==> config.mk <==
export PLATFORM = sky130hd
export DESIGN_NAME = seq_alu
export DESIGN_NICKNAME = d
export VERILOG_FILES = /design/src/rtl/seq_alu.sv
export SDC_FILE = /design/constraint.sdc
export NUM_CORES = 1
export LEC_CHECK = 0
export BUFFER_PORTS_ARGS = -buffer_cell sky130_fd_sc_hd__buf_2
export CAP_MARGIN = 30
export CORE_MARGIN = 3
export CORE_UTILIZATION = 45
export CTS_BUF_LIST = sky130_fd_sc_hd__clkbuf_16
export DETAILED_ROUTE_END_ITERATION = 16
export PLACE_DENSITY_LB_ADDON = 0.12
export SLEW_MARGIN = 10
export SYNTH_ARGS = -nofsm -noshare
export SYNTH_HDL_FRONTEND = slang
export SYNTH_SLANG_ARGS = --single-unit
==> constraint.sdc <==
create_clock -name clk -period 4.7 [get_ports clk]
set_clock_uncertainty 0.2 [all_clocks]
set_input_delay 0.94 -clock clk [delete_from_list [all_inputs] [get_ports clk]]
set_output_delay 0.94 -clock clk [all_outputs]
set_load 0.03 [all_outputs]
==> src/rtl/seq_alu.sv <==
// Handshaked WIDTH-bit ALU with iterative shifts and signed overflow / zero flags.
// Define SEQ_ALU_MUL_EN to add a shift-add unsigned multiply on op 1000.
//
// state | meaning
// IDLE  | waiting for in_valid; in_ready high
// BUSY  | iterating a shift (or multiply), one step per cycle
// DONE  | result held on ans/flags until out_ready
module seq_alu #(
  parameter int WIDTH = 32,
  parameter int SHW   = $clog2(WIDTH)
) (
  input  logic             clk,
  input  logic             reset,
  input  logic             in_valid,
  output logic             in_ready,
  input  logic [WIDTH-1:0] inA,
  input  logic [WIDTH-1:0] inB,
  input  logic [3:0]       op,
  output logic             out_valid,
  input  logic             out_ready,
  output logic [WIDTH-1:0] ans,
  output logic             zero,
  output logic             ovf,
  output logic             err
);

  // One extra bit so the counter can also hold WIDTH for the multiply.
  localparam int CW = SHW + 1;

  typedef enum logic [1:0] {IDLE, BUSY, DONE} state_t;

  state_t           state, stateNext;
  logic [WIDTH-1:0] work;
  logic [CW-1:0]    cnt;
  logic [3:0]       opReg;

  logic [SHW-1:0]   shAmt;
  logic             isShift;
  logic             startMulti;
  logic             lastStep;
  logic [WIDTH-1:0] quickAns;
  logic             quickOvf;
  logic             quickErr;
  logic [WIDTH-1:0] shifted;
  logic [WIDTH-1:0] stepAns;

`ifdef SEQ_ALU_MUL_EN
  logic [WIDTH-1:0] acc;
  logic [WIDTH-1:0] mulB;
  logic [WIDTH-1:0] accNext;
  logic             isMul;
  logic             busyMul;

  assign isMul   = (op == 4'b1000);
  assign busyMul = (opReg == 4'b1000);
  assign accNext = mulB[0] ? (acc + work) : acc;
`endif

  assign shAmt    = inB[SHW-1:0];
  assign isShift  = (op == 4'b0101) || (op == 4'b0110) || (op == 4'b0111);
  assign lastStep = (cnt == CW'(1));

`ifdef SEQ_ALU_MUL_EN
  assign startMulti = (isShift && (shAmt != '0)) || isMul;
`else
  assign startMulti = isShift && (shAmt != '0);
`endif

  // Results for everything that completes at accept time.
  always_comb begin
    quickAns = '0;
    quickOvf = 1'b0;
    quickErr = 1'b0;
    case (op)
      4'b0000: begin
        quickAns = inA + inB;
        quickOvf = (inA[WIDTH-1] == inB[WIDTH-1]) && (quickAns[WIDTH-1] != inA[WIDTH-1]);
      end
      4'b0001: begin
        quickAns = inA - inB;
        quickOvf = (inA[WIDTH-1] != inB[WIDTH-1]) && (quickAns[WIDTH-1] != inA[WIDTH-1]);
      end
      4'b0010: quickAns = inA | inB;
      4'b0011: quickAns = inA & inB;
      4'b0100: quickAns = inA ^ inB;
      4'b0101, 4'b0110, 4'b0111: quickAns = inA;
      default: quickErr = 1'b1;
    endcase
  end

  // One iteration step; the multiplicand also walks left, so it shares the sll path.
  always_comb begin
    shifted = work << 1;
    case (opReg)
      4'b0110: shifted = work >> 1;
      4'b0111: shifted = {work[WIDTH-1], work[WIDTH-1:1]};
      default: shifted = work << 1;
    endcase
  end

`ifdef SEQ_ALU_MUL_EN
  assign stepAns = busyMul ? accNext : shifted;
`else
  assign stepAns = shifted;
`endif

  always_ff @(posedge clk) begin
    if (reset) state <= IDLE;
    else       state <= stateNext;
  end

  always_comb begin
    stateNext = state;
    in_ready  = 1'b0;
    out_valid = 1'b0;
    case (state)
      IDLE: begin
        in_ready = 1'b1;
        if (in_valid) stateNext = startMulti ? BUSY : DONE;
      end
      BUSY: begin
        if (lastStep) stateNext = DONE;
      end
      DONE: begin
        out_valid = 1'b1;
        if (out_ready) stateNext = IDLE;
      end
      default: stateNext = IDLE;
    endcase
  end

  always_ff @(posedge clk) begin
    if (reset) begin
      work  <= '0;
      cnt   <= '0;
      opReg <= '0;
      ans   <= '0;
      zero  <= 1'b0;
      ovf   <= 1'b0;
      err   <= 1'b0;
`ifdef SEQ_ALU_MUL_EN
      acc   <= '0;
      mulB  <= '0;
`endif
    end else begin
      case (state)
        IDLE: begin
          if (in_valid) begin
            opReg <= op;
            if (startMulti) begin
              work <= inA;
              cnt  <= CW'(shAmt);
`ifdef SEQ_ALU_MUL_EN
              if (isMul) begin
                cnt  <= CW'(WIDTH);
                acc  <= '0;
                mulB <= inB;
              end
`endif
            end else begin
              ans  <= quickAns;
              zero <= (quickAns == '0);
              ovf  <= quickOvf;
              err  <= quickErr;
            end
          end
        end
        BUSY: begin
          work <= shifted;
          cnt  <= cnt - CW'(1);
`ifdef SEQ_ALU_MUL_EN
          acc  <= accNext;
          mulB <= mulB >> 1;
`endif
          if (lastStep) begin
            ans  <= stepAns;
            zero <= (stepAns == '0);
            ovf  <= 1'b0;
            err  <= 1'b0;
          end
        end
        default: ;
      endcase
    end
  end

endmodule

### Word-level counts from Yosys, hierarchy flattened

Index checks and enable logic that the tools add are counted.

* bits in read-only memories: 0
* flip-flop bits (word level): 79
* memories: 0
* bits of input ports: 72
* output and inout bits: 37
* logic and storage cells: 84
* latch bits: 0
* RAM bits: 0

* multiply operators: 0
* muxes and demuxes: 32
* divide/modulo/power cells: 0
* shift operators: 0
* magnitude comparators: 0
* bitwise gates (word level): 3
* add/subtract/negate cells: 3
* reductions and logical operators: 17
* equality and inequality tests: 21

Operators with widths (count)
* $pmux 32 s2: 3
* $pmux 32 s6: 1
* $mux 32: 5
* $logic_not 32->1: 2
* $add 32x32->32: 1
* $and 32x32->32: 1
* $or 32x32->32: 1
* $sub 32x32->32: 1
* $xor 32x32->32: 1
* $eq 4x3->1 const B: 6
* $mux 6: 2
* $pmux 6 s2: 1
* $mux 1: 11
* $ne 2x2->1 const B: 5
* $eq 4x2->1 const B: 2
* $mux 2: 4
* $pmux 1 s2: 4
* $reduce_or 8->1: 1
* $eq 6x1->1 const B: 1
* $pmux 2 s3: 1
* $reduce_and 3->1: 2
* $sub 6x1->6 const B: 1
* $reduce_bool 5->1: 1
* $eq 4x1->1 const B: 1
* 12 further kinds: 17

### Longest topological paths before layout

* word-level depth: 7
* gate-level depth with buffers: 15

### Worst setup path before layout

No wires, ideal clock.

* kind: input port to flip-flop
* from: in inA[0]
* to: reg zero
* buffers on the path: 0
* arrival: 3.836 ns
* setup slack: 0.579 ns
* library setup time: 0.084 ns
* required time: 4.416 ns
* stages on the path: 14
* cell sequence: ha_1 inv_1 fa_1 nand2b_1 a21oi_1 o2111a_1 nor3_1 nor3_1 nor4_1 o32a_1 or4_4 nor4_2 nand4_1 o31ai_2

* longest elaborated chain between the ends: 6
* elaborated cells between the ends (all ways): 10
* those cells by class: 2 x add/sub; 4 x mux; 3 x bitwise; 1 x reduce/logical

RTL lines
* from (decl): line 16 `input logic [WIDTH-1:0] inA,`
* $sub 32x32->32 (tied with other cells): line 80 `quickAns = inA - inB;`
* $pmux 32 s6 *: line 74 `case (op)`
* $logic_not 32->1 *: line 162 `zero <= (quickAns == '0);`
* $mux 1 *: line 150 `if (startMulti) begin`
* $mux 1 *: line 148 `if (in_valid) begin`
* $pmux 1 s2 *: line 146 `case (state)`
* to (signal assigned): line 162
* to (signal assigned): line 177 `zero <= (stepAns == '0);`
* to (decl): line 22 `output logic zero,`

Mark *: on every way between the ends. The rest lies on a longest branch, timed or not. The select of a mux whose other input is x is not followed.
A chain may end at the register's enable or synchronous reset.

### Worst setup path after layout

* from: in inA[2]
* to: reg zero

The elaborated chain is that of the path after synthesis.

==> metrics.txt <==
Worst EP arrival 4.47 ns; CTS Sinks 79; Worst Setup EP zero; Setup crit start kind input pin; sequential standard cell area between 0.0015 and 0.002 mm^2; FMAX 227 MHz; worst hold path class reg -> reg; Routed WL per cell 21.8 um; Worst-path clk slew 0.06 ns; Final min period ~4.4 ns; Hold Vio Cnt, Final 0; worst flop-to-flop path startpoint state[1]; Slew Viols, Final 0; CTS H-tree lvls 3; Row Count 52; Area Overhead vs Synth 18.1%; NetSw 0.00104 W; GRT Residual Overflow 0; vias in the first global route 10,300; port bufs 108; Antenna Nets Post-Route 0; Mapped Cells 1,359; largest net degree at the start of global routing 78; max cap viols 0; most used routing layer met1; Post-CTS Setup Bufs 0; Synth Cell Area 0.00956 mm^2; fin nets around 1,700; ys flop type dfxtp_1; asr flop ratio synth 0%; share of layout cells above drive strength 1 a little under a fifth; CP required 4.76 ns; gpl congestion slightly above 1; Post-Route WL ~39,000 um; Peak VDD IR 0.000282 V; GR Layer Usage met2 between 40 and 50%; M3 GR Usage 6.10%; DR vias 11,300; multi-input combinational cell area 0.00726 mm^2; period utilization 93.8%; CP Max Fanout 8; worst skew pair latency 0.34 ns; Syn Nets 1,539; CTS buffer count 9; Root Driver clkbuf_16; Lkg Pwr 4.92 nW; Avg Inst Size Synth 7.03 um^2; sw frac 40.2%; slew at the pin closest to its max-slew limit slightly below 0.9 ns; Core Box Area 0.0206 mm^2; Die W approximately 150 um; sequential element share of the synthesized area 16.5%; grt met1 use 49.9%; setup tns final 0 ns; most common cell in the netlist nor2_1; # DRC 0; clock share of power approximately a quarter; worst hold slack 0.247 ns; status finished clean; clk buf depth 2; DRT iter0 DRCs about 1,200; leading area contributor after synthesis dfxtp_1; Fillers 2,030; Pwr per Cell Area 230 mW/mm^2; Synth warnings 0; Netlist cell types 89; Logic pwr share 45.2%; Internal ~0.0016 W; # diodes 0; Post-synth EDFFs 0; Crit. End Element flip-flop; Die Ht 152 um; list of most frequent post-synthesis cells 166 x nor2_1, 144 x a21oi_1, 125 x nand2_1; main area contributors after synthesis dfxtp_1 17%, ha_1 14%, a21oi_1 7.5%, nor2_1 6.5%, nand2_1 4.9%; via/cell ratio approximately 6.3; dpl hpwl 30,400 um; sequential power share between 20% and 30%; crit path launch inA[2]; Synth top area share between 15 and 20%; Tot GR Track Use between 30% and 40%; first-pass GRT wire length about 59,000 um; CTS tree done; RSZ-0062 raised after global routing no; DIE AREA 0.0230 mm^2; Worst slew margin 41.8%; I/O pin cnt 109; reg-to-reg endpoint zero; Worst R2R Setup Slack about 1.5 ns; initial antenna violation count 1; Initial Util 46.5%; Setup-failing EPs final 0; Yosys reg bits 79; Worst Reg-to-Reg Cells 11; critical path class in -> reg; Tot Pwr 0.00260 W; drt pass-1 iters 5
==> metal layers <==
metal | part of all wire, % | vias to the layer above
met5 | 0 | -
met3 | 9.5 | 70
met4 | 2.6 | 0
li1 | - | 5265
met2 | 41 | 578
met1 | 47 | 5371
==> stage by stage <==
stage               std cells  setup slack [ns]  instance area (um^2)  utilization (%)
CTS                      1780             0.313                 11300             54.9
detailed placement       1764           -0.0345                 11000             53.5
floorplan                1359             0.579                  9560                -
global placement         1762           -0.0191                 11000             53.4
global route             1780            0.0246                 11300             54.9
finish                   1780             0.291                 11300             54.9
==> critical path, cell delays in order <==
cell	delay (ns)
buf_2	0.16
inv_1	0.07
ha_1	0.42
o211ai_1	0.15
o211ai_1	0.50
nand2_1	0.17
a211o_1	0.28
a211oi_1	0.34
o2111ai_1	0.27
nor4_1	0.32
nand4b_1	0.19
nor4_2	0.29
nand4_1	0.15
o31ai_2	0.20
==> logic make-up (layout without fill, tap and decap cells) <==
| family | count (synthesis) | count (layout) | share of synthesized area, % |
|---|---|---|---|
| compound gates | 462 | 462 | 33.2 |
| fa+ha+maj | 108 | 108 | 14.3 |
| mux | 33 | 33 | 3.47 |
| buf+inv | 194 | 345 | 8.00 |
| flops | 79 | 79 | 16.5 |
| xor+xnor | 10 | 10 | 0.916 |
| simple gates | 473 | 473 | 23.6 |
==> power groups by stage <==
stage               Sequential [W]  Combinational, W  Clock (W)
global placement          0.000751           0.00113          0
finish                    0.000737           0.00117   0.000686
detailed placement        0.000750           0.00114          0
floorplan                 0.000787          0.000658          0
global route              0.000741           0.00126   0.000718
CTS                       0.000736           0.00114   0.000696
==> layout make-up <==
cell class / count / share of cell area [%]
multi-input cells: 1086 / 64.3
flip-flops and latches: 79 / 14.0
repair buffers: 229 / 12.8
inverters: 100 / 3.32
well taps: 270 / 2.99
clock buffers: 9 / 1.99
clock inverters: 7 / 0.576
==> registers in the layout, summed over array words and instances, names as in the netlist <==
register,count
ans,32
cnt,6
err,1
opReg,4
ovf,1
state,2
work,32
zero,1
==> worst min-delay path by stage <==
stage / slack (ns) / start / endpoint / depth (start not counted)
after CTS: 0.25 / ans[22] / ans[22] / 2
after global placement: 0.24 / ans[22] / ans[22] / 2
final: 0.25 / ans[19] / ans[19] / 2
after global routing: 0.26 / ans[19] / ans[19] / 2
after floorplan: 0.26 / work[0] / work[0] / 2
after detailed placement: 0.24 / ans[22] / ans[22] / 2
==> cell usage in the layout (no fill, tap or decap), drive strengths merged, types with 22 or more instances in the layout <==
master	n
a21oi	147
a221oi	50
buf	229
dfxtp	79
ha	106
inv	101
mux2i	32
nand2	125
nand2b	22
nor2	167
nor3	44
nor4	23
o211ai	22
o21ai	76
==> timing repair <==
item / 4_1_cts / 5_1_grt
resized for setup: 0 / 2
hold buffers: 0 / 0
endpoints found under the setup margin: 0 / 1
Note: power is estimated with default switching activity, not from simulation.
